`src/rtl/fetch_controller.sv`:
```
// Fetch-stage sequencer: boot, redirect, stall, imem-wait and halt arbitration for PC/IF/ID/ID/EX.
// Optional misaligned-redirect trap enabled by defining FETCH_MISALIGN_TRAP_EN.
module fetch_controller #(
  parameter int                    ADDR_WIDTH   = 32,
  parameter logic [ADDR_WIDTH-1:0] RESET_VECTOR = 32'h0000_0000,
  parameter int                    BOOT_DELAY   = 2,
  parameter logic [ADDR_WIDTH-1:0] TRAP_VECTOR  = 32'h0000_0100
) (
  input  logic                  clk,
  input  logic                  reset,
  input  logic                  branch_taken,
  input  logic [ADDR_WIDTH-1:0] branch_target,
  input  logic                  load_use_stall,
  input  logic                  halt_req,
  input  logic                  resume,
  input  logic                  imem_ready,
  output logic                  imem_req,
  output logic                  pc_en,
  output logic                  pc_jump_en,
  output logic [ADDR_WIDTH-1:0] pc_jump_addr,
  output logic                  if_id_en,
  output logic                  if_id_flush,
  output logic                  id_ex_flush,
  output logic                  halted,
  output logic                  misalign_trap
);

  typedef enum logic [1:0] {BOOT, RUN, HALT} state_t;

  state_t                state, state_next;
  logic [3:0]            boot_cnt;
  logic                  misaligned;
  logic [ADDR_WIDTH-1:0] redirect_addr;

`ifdef FETCH_MISALIGN_TRAP_EN
  assign misaligned    = (branch_target[1:0] != 2'b00);
  assign redirect_addr = misaligned ? TRAP_VECTOR : {branch_target[ADDR_WIDTH-1:2], 2'b00};
`else
  // Low target bits are dropped; the AND keeps them formally consumed.
  assign misaligned    = 1'b0;
  assign redirect_addr = {branch_target[ADDR_WIDTH-1:2], branch_target[1:0] & 2'b00};
`endif

  always_ff @(posedge clk) begin
    if (reset) begin
      state    <= BOOT;
      boot_cnt <= 4'(BOOT_DELAY - 1);
    end else begin
      state <= state_next;
      if (state == BOOT && boot_cnt != 4'd0) boot_cnt <= boot_cnt - 4'd1;
    end
  end

  always_comb begin
    state_next = state;
    case (state)
      BOOT:    if (boot_cnt == 4'd0) state_next = RUN;
      RUN:     if (!branch_taken && halt_req) state_next = HALT;
      HALT:    if (resume) state_next = RUN;
      default: state_next = BOOT;
    endcase
  end

  always_comb begin
    imem_req      = 1'b0;
    pc_en         = 1'b0;
    pc_jump_en    = 1'b0;
    pc_jump_addr  = RESET_VECTOR;
    if_id_en      = 1'b0;
    if_id_flush   = 1'b0;
    id_ex_flush   = 1'b0;
    halted        = 1'b0;
    misalign_trap = 1'b0;
    case (state)
      BOOT: begin
        pc_en       = 1'b1;
        pc_jump_en  = 1'b1;
        if_id_flush = 1'b1;
        id_ex_flush = 1'b1;
      end
      RUN: begin
        imem_req = 1'b1;
        if (branch_taken) begin
          pc_en         = 1'b1;
          pc_jump_en    = 1'b1;
          pc_jump_addr  = redirect_addr;
          if_id_flush   = 1'b1;
          id_ex_flush   = 1'b1;
          misalign_trap = misaligned;
        end else if (halt_req) begin
          if_id_flush = 1'b1;
        end else if (load_use_stall) begin
          id_ex_flush = 1'b1;
        end else if (!imem_ready) begin
          if_id_flush = 1'b1;
        end else begin
          pc_en    = 1'b1;
          if_id_en = 1'b1;
        end
      end
      HALT: begin
        halted      = 1'b1;
        if_id_flush = 1'b1;
        // In-flight jumps still land while halted.
        if (branch_taken) begin
          pc_en         = 1'b1;
          pc_jump_en    = 1'b1;
          pc_jump_addr  = redirect_addr;
          id_ex_flush   = 1'b1;
          misalign_trap = misaligned;
        end
      end
      default: ;
    endcase
  end

endmodule

```
`config.mk`:
```
export PLATFORM = sky130hd
export DESIGN_NAME = fetch_controller
export DESIGN_NICKNAME = d
export VERILOG_FILES = /design/src/rtl/fetch_controller.sv
export SDC_FILE = /design/constraint.sdc
export NUM_CORES = 1
export LEC_CHECK = 0
export ABC_AREA = 1
export BUFFER_PORTS_ARGS = -buffer_cell sky130_fd_sc_hd__clkbuf_2
export CAP_MARGIN = 20
export CORE_UTILIZATION = 34
export DETAILED_ROUTE_END_ITERATION = 10
export GPL_ROUTABILITY_DRIVEN = 0
export GPL_TIMING_DRIVEN = 0
export PLACE_DENSITY = 0.77
export RECOVER_POWER = 50
export SYNTH_ARGS = -nofsm -noshare
export SYNTH_HDL_FRONTEND = slang
export SYNTH_SLANG_ARGS = --single-unit
```
`constraint.sdc`:
```
create_clock -name clk -period 1.61 [get_ports clk]
set_clock_uncertainty 0.15 [all_clocks]
set_input_delay 0 -clock clk [delete_from_list [all_inputs] [get_ports clk]]
set_output_delay 0 -clock clk [all_outputs]
set_load 0.03 [all_outputs]
```
### After elaboration in Yosys (flattened, before gate mapping)

Index checks and enable logic that the tools add are counted.
Widths: inputs -> output; s select.

| cells by class | value |
|---|---|
| $add $sub $neg | 1 |
| eq/ne operators | 5 |
| reductions and logical operators | 9 |
| mux-type cells | 26 |

Operator list:

| cell | number |
|---|---|
| $mux 32 | 2 |
| $mux 1 | 16 |
| $mux 2 | 3 |
| $pmux 1 s3 | 2 |
| $pmux 2 s3 | 1 |
| $logic_not 4->1 | 1 |
| $ne 2x2->1 const B | 2 |
| $pmux 1 s2 | 2 |
| $reduce_bool 4->1 | 1 |
| $reduce_or 2->1 | 2 |
| $sub 4x1->4 const B | 1 |
| $reduce_and 3->1 | 1 |
| $eq 2x1->1 const B | 1 |
| $eq 2x2->1 const B | 1 |
| $logic_and 1x1->1 | 2 |
| $logic_not 2->1 | 1 |
| $ne 2x1->1 const B | 1 |
| $logic_not 1->1 | 1 |

| storage, ports and cells | value |
|---|---|
| output and inout bits | 40 |
| bits in registers | 6 |
| input port bits | 39 |

### Logic depth before layout (Yosys ltp)

Gate-level depths: netlist of run 1.

| depth | value |
|---|---|
| depth in word-level cells | 5 |
| depth in mapped cells | 9 |
| mapped depth without buffers | 9 |

### Worst setup path after synthesis of run 1

No wires, ideal clock.

| timing path | value |
|---|---|
| kind | reg2out |
| start point | reg state[1] |
| end point | out id_ex_flush |
| arrival time | 1.613 ns |
| data required time | 1.460 ns |
| stages on the path, launching flop included | 5 |
| slack | -0.153 ns |
| cells stage by stage | dfxtp_1 inv_1 ha_1 nand2_1 o21ai_0 |

| between the ends | value |
|---|---|
| cells in the longest elaborated chain, start to end | 2 |
| elaborated cells on any way between the ends | 4 |
| those cells by class | eq/ne (2); mux (1); reduce/logical (1) |

Ends and longest elaborated chain:

| item | line | RTL |
|---|---|---|
| start, declared | 30 | `state_t state, state_next;` |
| start signal, assigned | 49 | `state <= state_next;` |
| $eq 2x2->1, or another cell as far along | 74 | `case (state)` |
| $pmux 1 s3 * | 74 |  |
| end, declared | 23 | `output logic id_ex_flush,` |

Every way passes the cells marked *; elsewhere a longest branch is shown, timed or not.

### Worst setup path after layout of run 1

| timing path | value |
|---|---|
| start point | reg state[0] |
| end point | out id_ex_flush |

Same word-level chain as after synthesis.

==> impl_results.md, run 1 <==
- Clk Latency, worst-skew pair: 0.25 ns
- Ys Warns: 0
- Die area: 0.00235 sq mm
- Share of cells above drive strength 1: 0.509
- Multi-input gate area: approximately 480 sq um
- Largest cells by area after synthesis: inv_1, nor2_1, dfxtp_1
- Post-layout util: 0.684
- GRT Residual Overflow: 0
- Vias: 1,080
- Placed Cells: 240
- F_max: slightly above 0.6 GHz
- Vias per std cell: ~4.4
- HPWL Detailed: around 1700 um
- CTS Buffer Depth: 2
- Setup TNS: 0 ns
- Synth-to-Final Area Change: 86.9%
- Initial antenna violation count: 0
- Commonest non-fill, non-tap cell in the layout: clkbuf_2
- Final Instance Area: between 0.001 and 0.0015 sq mm
- Crit end category: primary output
- Drt total wl: roughly 2700 um
- Sequential cell area: 128 sq um
- Root buffer cell: clkbuf_4
- TritonCTS clock tree: built
- Cell Rows: 16
- Nets: roughly 260
- Routed Antenna Nets: 0
- Peak VDD IR: 1.76 mV
- Worst r2r src: boot_cnt[0]
- Clock sinks: 6
- Starting Density: 0.366
- Port Buffers: 73
- Worst min-delay path category: in2reg
- Setup Crit Path Kind: reg2out
- Fin cells: ~250
- Initial DRC Count: 15
- Worst Setup SP: state[0]
- Wire length per cell: roughly 11 um
- Yosys reg bits: 6
- Io pins: 79
- GR Util All Layers: 0.209
- Unique masters post-synth: 21
- Largest area contributor in the netlist: inv_1
- Largest net degree at the start of global routing: 11
- Global-route wire length before repair: roughly 3800 um
- Most frequent cells in the layout: clkbuf_2, inv_1, buf_4
- Placed cell areas: between 0.001 and 0.0015 sq mm
- # DRC: 0
- Final Slew Violations: 0
- Die H: 48.4 um
- Post-synthesis sequential area ratio: 0.164
- Mapped cell area: roughly 730 sq um
- Synthesized netlist cell count: approximately 140
- Worst EP required: ~1.5 ns
- Diode count: 0
- Crit path arrival time: 1.46 ns
- Worst setup SP type: flop
- Share of the synthesized area in the top cell type: 0.210
- H-tree depth: 1
- Die width: 48.4 um
- Final min period: between 1.5 and 2 ns
- PD cells: roughly 1900 mW/mm^2
- First-pass iteration count of the detailed router: 4
- Max FO, Critical Path: 4
- Fill count: roughly 150
- Clk pin slew, worst setup/hold paths: 0.05 ns
- Mean Syn Cell Area: roughly 5.3 sq um
- Max-Cap Viols: 0
- Lkg Pwr: 0.868 nW
- Hold Vio Cnt, Final: 0
- Core ar.: roughly 0.0020 sq mm
- Cts bufs inserted: 3
- RSZ-0062 raised after global routing: true
- Hold path start: halt_req
- WHS: approximately 0.076 ns
- Vias in the first global route: approximately 900
- Tcrit/Tclk final: 0.998
- Final setup fails: 0
- Status: complete, no violations
worst max-delay path: stages (launching register included):
cell and delay [ns]:
dfxtp_4 0.37, inv_2 0.05, ha_2 0.20, o21ai_2 0.16
o21bai_2 0.15, o21ai_1 0.09, buf_4 0.17
final cells by class:
class	instances	share of cell area
Multi-Input combinational cell	85	0.347
Timing Repair Buffer	75	0.360
Clock buffer	3	0.0164
Sequential cell	6	0.0932
Inverter	43	0.118
Tap cell	27	0.0247
Buffer	6	0.0411
synthesized netlist by cell type:
master	number
nand3_1	5
nor2_2	2
nand2_2	2
a21oi_1	5
o21ai_1	1
nand2_1	13
o21bai_1	1
ha_1	5
a21oi_4	1
inv_2	2
nand4_1	1
buf_4	3
nand3b_1	1
o21ai_2	1
dfxtp_1	6
buf_2	3
conb_1	1
nor2_1	38
inv_1	41
o21ai_0	3
nor3_1	3
per-layer routing:
metal / wire [um] / track usage / vias up
met2: 1340 / 0.373 / 55
met4: 114 / 0.137 / 0
met1: 1010 / 0.220 / 462
met3: 184 / 0.0440 / 14
li1: - / - / 549
met5: 0 / 0 / -
what timing repair did:
action / in CTS / in global routing
hold buffers: 1 / 0
endpoints found under the hold margin: 6 / 0
pin swaps: 1 / 1
resized for setup: 54 / 47
cloned: 0 / 0
setup endpoints to repair: 34 / 34
buffers inserted: 1 / 0
stage by stage:
stage               total power [mW]  setup WS, ns
floorplan                       1.64        0.0742
global placement                2.07        0.0875
detailed placement              2.08        0.0550
CTS                             2.53        0.0140
global route                    2.80       -0.0526
finish                          2.62       0.00285
registers in the layout (all words and copies together), names as in the netlist:
| name | count |
|---|---|
| boot_cnt | 4 |
| state | 2 |
worst paths after layout:
path	slack (ns)	cells past startpoint	end
setup / recovery	0.003	6	id_ex_flush
hold / removal	0.08	6	state[0]
setup reg to reg	0.06	6	state[0]
hold reg to reg	0.33	2	boot_cnt[1]
report_power, final:
part | total, mW | switching, mW | internal [mW]
clock network | 0.144 | 0.0589 | 0.0846
logic | 2.18 | 1.37 | 0.811
registers | 0.291 | 0.0623 | 0.229
total | 2.62 | 1.49 | 1.12
cell families after synthesis:
kind of cell / Yosys count / synth area share
AO/OA/AOI/OAI: 12 / 0.106
other: 1 / 0.00511
adder cells (fa/ha/maj): 5 / 0.0853
flip-flops: 6 / 0.164
buffers and inverters: 49 / 0.271
AND/OR/NAND/NOR: 65 / 0.369
Power figures use the tool's default switching activity.
==> run 2: changes to the inputs <==
BUFFER_PORTS_ARGS = -buffer_cell sky130_fd_sc_hd__buf_4   (was -buffer_cell sky130_fd_sc_hd__clkbuf_2)
SETUP_SLACK_MARGIN = 0.4   (was default)
==> impl_results.md, run 2 <==
- Post-CTS Setup Inserts: 3 (+2)
- Mapped cell area: 733 sq um (unchanged)
- Count leader, synth: inv_1
- Share of the synthesized area in the top cell type: 0.210 (unchanged)
- Ys Warns: 0 (unchanged)
- Io pins: 79 (unchanged)
- Stopping stage: 4_1_cts
- Status: aborted with a tool error
- Port Buffers: 73 (unchanged)
- Unique masters post-synth: 21 (unchanged)
- Post-synth EDFFs: 0 (unchanged)
- HPWL Detailed: 2320 um (+34%)
- Synth Flop Type: dfxtp_1
- Synthesized netlist cell count: 138 (unchanged)
- Post-cts gate resize count: 43 (-20%)
- Cts bufs inserted: 3 (unchanged)
- Largest cells by area after synthesis: inv_1, nor2_1, dfxtp_1
- Die H: 48.4 um (unchanged)
- Die width: 48.4 um (unchanged)
- Run-stopping error: [ERROR DPL-0033] detailed placement checks failed during check placement.
- Async SR Flop Fraction: 0 (unchanged)
- Largest area contributor in the netlist: inv_1
- Hold buffer count at CTS: 1 (unchanged)
- Most frequent cells after synthesis: inv_1, nor2_1, nand2_1
- H-tree depth: 1 (unchanged)
- CTS Buffer Depth: 2 (unchanged)
- Root buffer cell: clkbuf_4
- Mean Syn Cell Area: 5.31 sq um (unchanged)
- Clock sinks: 6 (unchanged)
- Post-synthesis sequential area ratio: 0.164 (unchanged)
- Cell Rows: 16 (unchanged)
- Starting Density: 0.366 (unchanged)
- Yosys reg bits: 6 (unchanged)
run 2: cell counts after synthesis:
Identical to the previous run, type by type.
run 2: per-stage QoR:
step	hold WS (ns)	cell area, sq um	util	cells	setup slack (ns)
detailed placement	0.146	1700	0.848	240	0.248
floorplan	-0.105	1110	-	140	0.333
global placement	0.140	1700	0.848	240	0.265
run 2: cell families after synthesis:
| kind of cell | synth area share |
|---|---|
| compound gates | 0.106 |
| fa+ha+maj | 0.0853 |
| buf+inv | 0.271 |
| flops | 0.164 |
| other cells | 0.00511 |
| simple gates | 0.369 |
==> run 3: changes to the inputs <==
CORE_AREA = 2 2 63 65   (was default)
CORE_UTILIZATION = default   (was 34)
DIE_AREA = 0 0 65 67   (was default)
PLACE_DENSITY = default   (was 0.77)
PLACE_DENSITY_LB_ADDON = 0.15   (was default)
SETUP_SLACK_MARGIN = default   (was 0.4)
==> impl_results.md, run 3 (synthesis gave the netlist of run 1 again) <==
- Clk Latency, worst-skew pair: 0.22 ns
- Worst r2r src: boot_cnt[0]
- Buf+Inv Stages, Crit Path: 3
- Global-route wire length before repair: around 3600 um
- PD cells: about 1800 mW/mm^2
- CTS Buffer Depth: 2 (unchanged)
- TritonCTS clock tree: built
- Routed Antenna Nets: 0
- Initial antenna violation count: 0
- Max-Cap Viols: 0
- Fill count: 420
- Die area: 0.00436 sq mm
- Die width: 65 um (+34%)
- Final min period: between 1.5 and 2 ns
- First-pass iteration count of the detailed router: 4
- Cts bufs inserted: 3 (unchanged)
- Io pins: 79 (unchanged)
- Crit path to: pc_jump_addr[20]
- Die H: 67 um (+38%)
- Overall power: 2.57 mW
- Clock sinks: 6 (unchanged)
- Cell family with most CP delay: buffers and inverters
- Most frequent cells in the layout: buf_4, inv_1, nor2_1
- Crit. path cell count: 6
- RSZ-0062 raised after global routing: true
- Max FFs per register: 4
- Vias in the first global route: ~900
- Vias: a little over 1,000
- Tcrit/Tclk final: 0.966
- Cell Rows: 22 (+6)
- Largest registers: boot_cnt: 4 flops, state: 2 flops
- # DRC: 0
- Worst Setup SP: state[1]
- Max FO, Critical Path: 10
- F_max: between 0.6 and 0.7 GHz
- Crit Reg-Reg Endpoint: state[1]
- Final Slew Violations: 0
- GRT Residual Overflow: 0
- Commonest non-fill, non-tap cell in the layout: buf_4
- H-tree depth: 1 (unchanged)
- Status: complete, no violations
- HPWL Detailed: 1980 um (-15%)
- Synth-to-Final Area Change: 94.9%
- Worst EP required: roughly 1.5 ns
- Worst min-delay path category: in2reg
- Drt total wl: roughly 2400 um
- Wire length per cell: 8.86 um
- Peak VDD IR: ~0.84 mV
- Core ar.: ~0.0036 sq mm
- Share of cells above drive strength 1: 0.477
- Port Buffers: 73 (unchanged)
- Starting Density: 0.203 (-0.163)
- Crit path arrival time: approximately 1.4 ns
- R2R Setup Slk: roughly 0.21 ns
- Critical-path cell list: inv_2 -> ha_4 -> nand2_4 -> buf_6 -> nor2_2 -> buf_2
- Clk pin slew, worst setup/hold paths: approximately 0.03 ns
- Worst setup SP type: flop
- Vias per std cell: approximately 3.8
- Placed cell areas: 0.00135 sq mm (-20%)
- Largest net degree at the start of global routing: 11
- Setup Crit Path Kind: reg2out
- GR Util All Layers: 0.103
- Final Instance Area: 0.00143 sq mm
- Crit-path max cell delay: approximately 0.35 ns
- Hold Vio Cnt, Final: 0
- Biggest register: boot_cnt
- Lkg Pwr: ~0.90 nW
- Diode count: 0
- Crit path max-delay cell type: dfxtp_2
- Initial DRC Count: 15
- Final setup fails: 0
- FF-to-FF path depth: 6
- Crit end category: primary output
- WHS: 0.106 ns
- Root buffer cell: clkbuf_8
- Nets: roughly 260
-- run 3: what timing repair did --
item	CTS	global route
hold buffers	1	0
hold endpoints to repair	6	0
pin swaps	0	1
endpoints found under the setup margin	33	33
setup buffers	0	1
gates resized for setup	12	12
-- run 3: worst register-to-register path, stage by stage (launching register included) --
cell,delay (ns)
dfxtp_1,0.34
inv_1,0.07
ha_1,0.24
a21oi_2,0.26
nor2_1,0.09
nor2_1,0.09
nor2_1,0.05
-- run 3: how the worst min path moves through the flow --
stage | startpoint | to | cells after the start
after global placement | reset | boot_cnt[0] | 3
after detailed placement | reset | boot_cnt[0] | 3
after floorplan | branch_taken | if_id_en | 1
final | resume | state[0] | 6
after CTS | resume | state[0] | 6
after global routing | halt_req | state[0] | 6
-- run 3: per-layer routing --
layer | up-vias | global-route usage | routed length (um)
met5 | - | 0 | 0
met4 | 0 | 0.0239 | 14
met3 | 5 | 0.0304 | 310
met2 | 50 | 0.198 | 1070
met1 | 407 | 0.109 | 963
li1 | 551 | - | -
-- run 3: cell type report --
cell class,instances,area [sq um],share of cell area
buffer,6,56.3,0.0394
clock buffer,3,41.3,0.0289
inverter,43,161,0.113
multi-input combinational,85,458,0.320
sequential,6,123,0.0858
tap,48,60.1,0.0420
timing repair buffer,75,529,0.370
-- run 3: through the flow --
stage | cells | worst slack, ns | utilization | TNS (ns)
after floorplan | 140 | 0.0742 | - | 0
after global placement | 261 | 0.0754 | 0.375 | 0
after detailed placement | 261 | 0.0756 | 0.375 | 0
after CTS | 265 | -0.00199 | 0.399 | -0.00199
after global routing | 266 | -0.00879 | 0.396 | -0.0127
final | 266 | 0.0544 | 0.396 | 0
-- run 3: power by group --
part | switching (mW) | internal (mW)
combinational | 1.32 | 0.757
clock | 0.0596 | 0.160
sequential | 0.0607 | 0.221
==> run 4: changes to the inputs <==
SETUP_SLACK_MARGIN = 0.1   (was default)
==> impl_results.md, run 4 (synthesis gave the netlist of run 1 again) <==
- Starting Density: 0.203 (unchanged)
- GR Util All Layers: 0.113 (+0.0103)
- Setup Crit Path Kind: reg2out
- Diode count: 0 (unchanged)
- GRT Residual Overflow: 0 (unchanged)
- Cts bufs inserted: 3 (unchanged)
- Vias in the first global route: 900 (+2.9%)
- Vias per std cell: 3.81 (+0.17%)
- Die area: 0.00436 sq mm (unchanged)
- Biggest register: boot_cnt
- Share of cells above drive strength 1: 0.518 (+0.0410)
- Final setup fails: 0 (unchanged)
- Status: complete, no violations
- Synth-to-Final Area Change: 109%
- Crit-path max cell delay: 0.38 ns (+0.03 ns)
- Crit path arrival time: 1.38 ns (-0.03 ns)
- Max FO, Critical Path: 10 (unchanged)
- Worst r2r src: state[1]
- Clock sinks: 6 (unchanged)
- Port Buffers: 73 (unchanged)
- RSZ-0062 raised after global routing: true
- Commonest non-fill, non-tap cell in the layout: buf_4
- Peak VDD IR: 1.32 mV (+57%)
- Drt total wl: 2590 um (+10%)
- Core ar.: 0.00361 sq mm (unchanged)
- F_max: 0.652 GHz (+1.4%)
- Cell family with most CP delay: buffers and inverters
- WHS: 0.114 ns (+0.00725 ns)
- R2R Setup Slk: 0.19 ns (-0.02 ns)
- Crit end category: primary output
- Initial DRC Count: 17 (+2)
- FF-to-FF path depth: 8 (+2)
- Hold Vio Cnt, Final: 0 (unchanged)
- Clk Latency, worst-skew pair: 0.22 ns (about the same)
- # DRC: 0 (unchanged)
- Tcrit/Tclk final: 0.953 (-0.0134)
- Buf+Inv Stages, Crit Path: 3 (unchanged)
- Vias: 1,030 (+1.7%)
- Routed Antenna Nets: 0 (unchanged)
- Final min period: 1.53 ns (-0.0216 ns)
- Most frequent cells in the layout: buf_4, inv_1, nor2_1
- Cell Rows: 22 (unchanged)
- Nets: 268 (+1.5%)
- Largest registers: boot_cnt: 4 flops, state: 2 flops
- H-tree depth: 1 (unchanged)
- Max-Cap Viols: 0 (unchanged)
- Crit path to: pc_jump_addr[10]
- Worst EP required: 1.46 ns (about the same)
- Crit. path cell count: 6 (unchanged)
- Setup TNS: 0 ns (unchanged)
- Overall power: 2.87 mW (+11%)
- Crit path max-delay cell type: dfxtp_4
- Lkg Pwr: 0.931 nW (+4.0%)
- Critical-path cell list: inv_4 -> ha_4 -> nand2_4 -> buf_6 -> nor2_2 -> buf_2
- PD cells: 1870 mW/mm^2 (+3.8%)
- Crit Reg-Reg Endpoint: state[1]
- Initial antenna violation count: 0 (unchanged)
- Worst Setup SP: state[1]
- Global-route wire length before repair: 3960 um (+8.9%)
- CTS Buffer Depth: 2 (unchanged)
- TritonCTS clock tree: built
- Worst min-delay path category: in2reg
- First-pass iteration count of the detailed router: 4 (unchanged)
- Io pins: 79 (unchanged)
- Wire length per cell: 9.60 um (+8.3%)
- Die H: 67 um (unchanged)
- HPWL Detailed: 2030 um (+2.9%)
- Largest net degree at the start of global routing: 11 (unchanged)
- Worst setup SP type: flop
- Max FFs per register: 4 (unchanged)
- Final Slew Violations: 0 (unchanged)
- Die width: 65 um (unchanged)
- Clk pin slew, worst setup/hold paths: 0.03 ns (about the same)
- Root buffer cell: clkbuf_8
run 4: tightest hold or removal path: cells and delay by family:
family / cells / cell delay, ns
AOI/OAI and AO/OA: 1 / 0.15
buffers and inverters: 1 / 0.08
and+or+nand+nor: 4 / 0.21
run 4: final cells by class:
type                       count  area, sq um
buffer                         6         56.3
clock buffer                   3         41.3
fill                         403         2070
inverter                      43          166
multi-input combinational     85          504
sequential                     6          128
tap                           48         60.1
timing repair buffer          79          577
run 4: worst min-delay path by stage:
stage / from / to / slack [ns] / cells past startpoint
CTS: resume / state[1] / 0.11 / 6
floorplan: branch_taken / if_id_en / -0.11 / 1
global route: resume / state[0] / 0.19 / 7
detailed placement: reset / boot_cnt[0] / 0.15 / 3
finish: resume / state[1] / 0.11 / 6
global placement: reset / boot_cnt[0] / 0.16 / 3
run 4: stage by stage:
step | util | instances | setup slack [ns] | cell area [sq um]
floorplan | - | 140 | 0.0742 | 752
global placement | 0.377 | 261 | 0.0449 | 1360
detailed placement | 0.377 | 261 | 0.0510 | 1360
CTS | 0.413 | 266 | 0.0816 | 1490
global route | 0.425 | 270 | 0.0129 | 1530
finish | 0.425 | 270 | 0.0760 | 1530
run 4: metal layers:
metal | vias up | GRT usage | wire length (um)
li1 | 560 | - | -
met1 | 411 | 0.125 | 1010
met2 | 57 | 0.207 | 1210
met3 | 2 | 0.0405 | 361
met4 | 0 | 0.0239 | 11
met5 | - | 0 | 0
run 4: power by group:
group	internal, mW	switching [mW]	total, mW
clock	0.160	0.0569	0.217
combinational	0.949	1.40	2.34
sequential	0.230	0.0761	0.306
total	1.34	1.53	2.87
run 4: what timing repair did:
item | in CTS | in global routing
gates resized for setup | 23 | 23
buffers inserted | 1 | 4
hold buffers | 1 | 0
pin swaps | 2 | 3
setup endpoints to repair | 35 | 34
hold endpoints to repair | 6 | 0
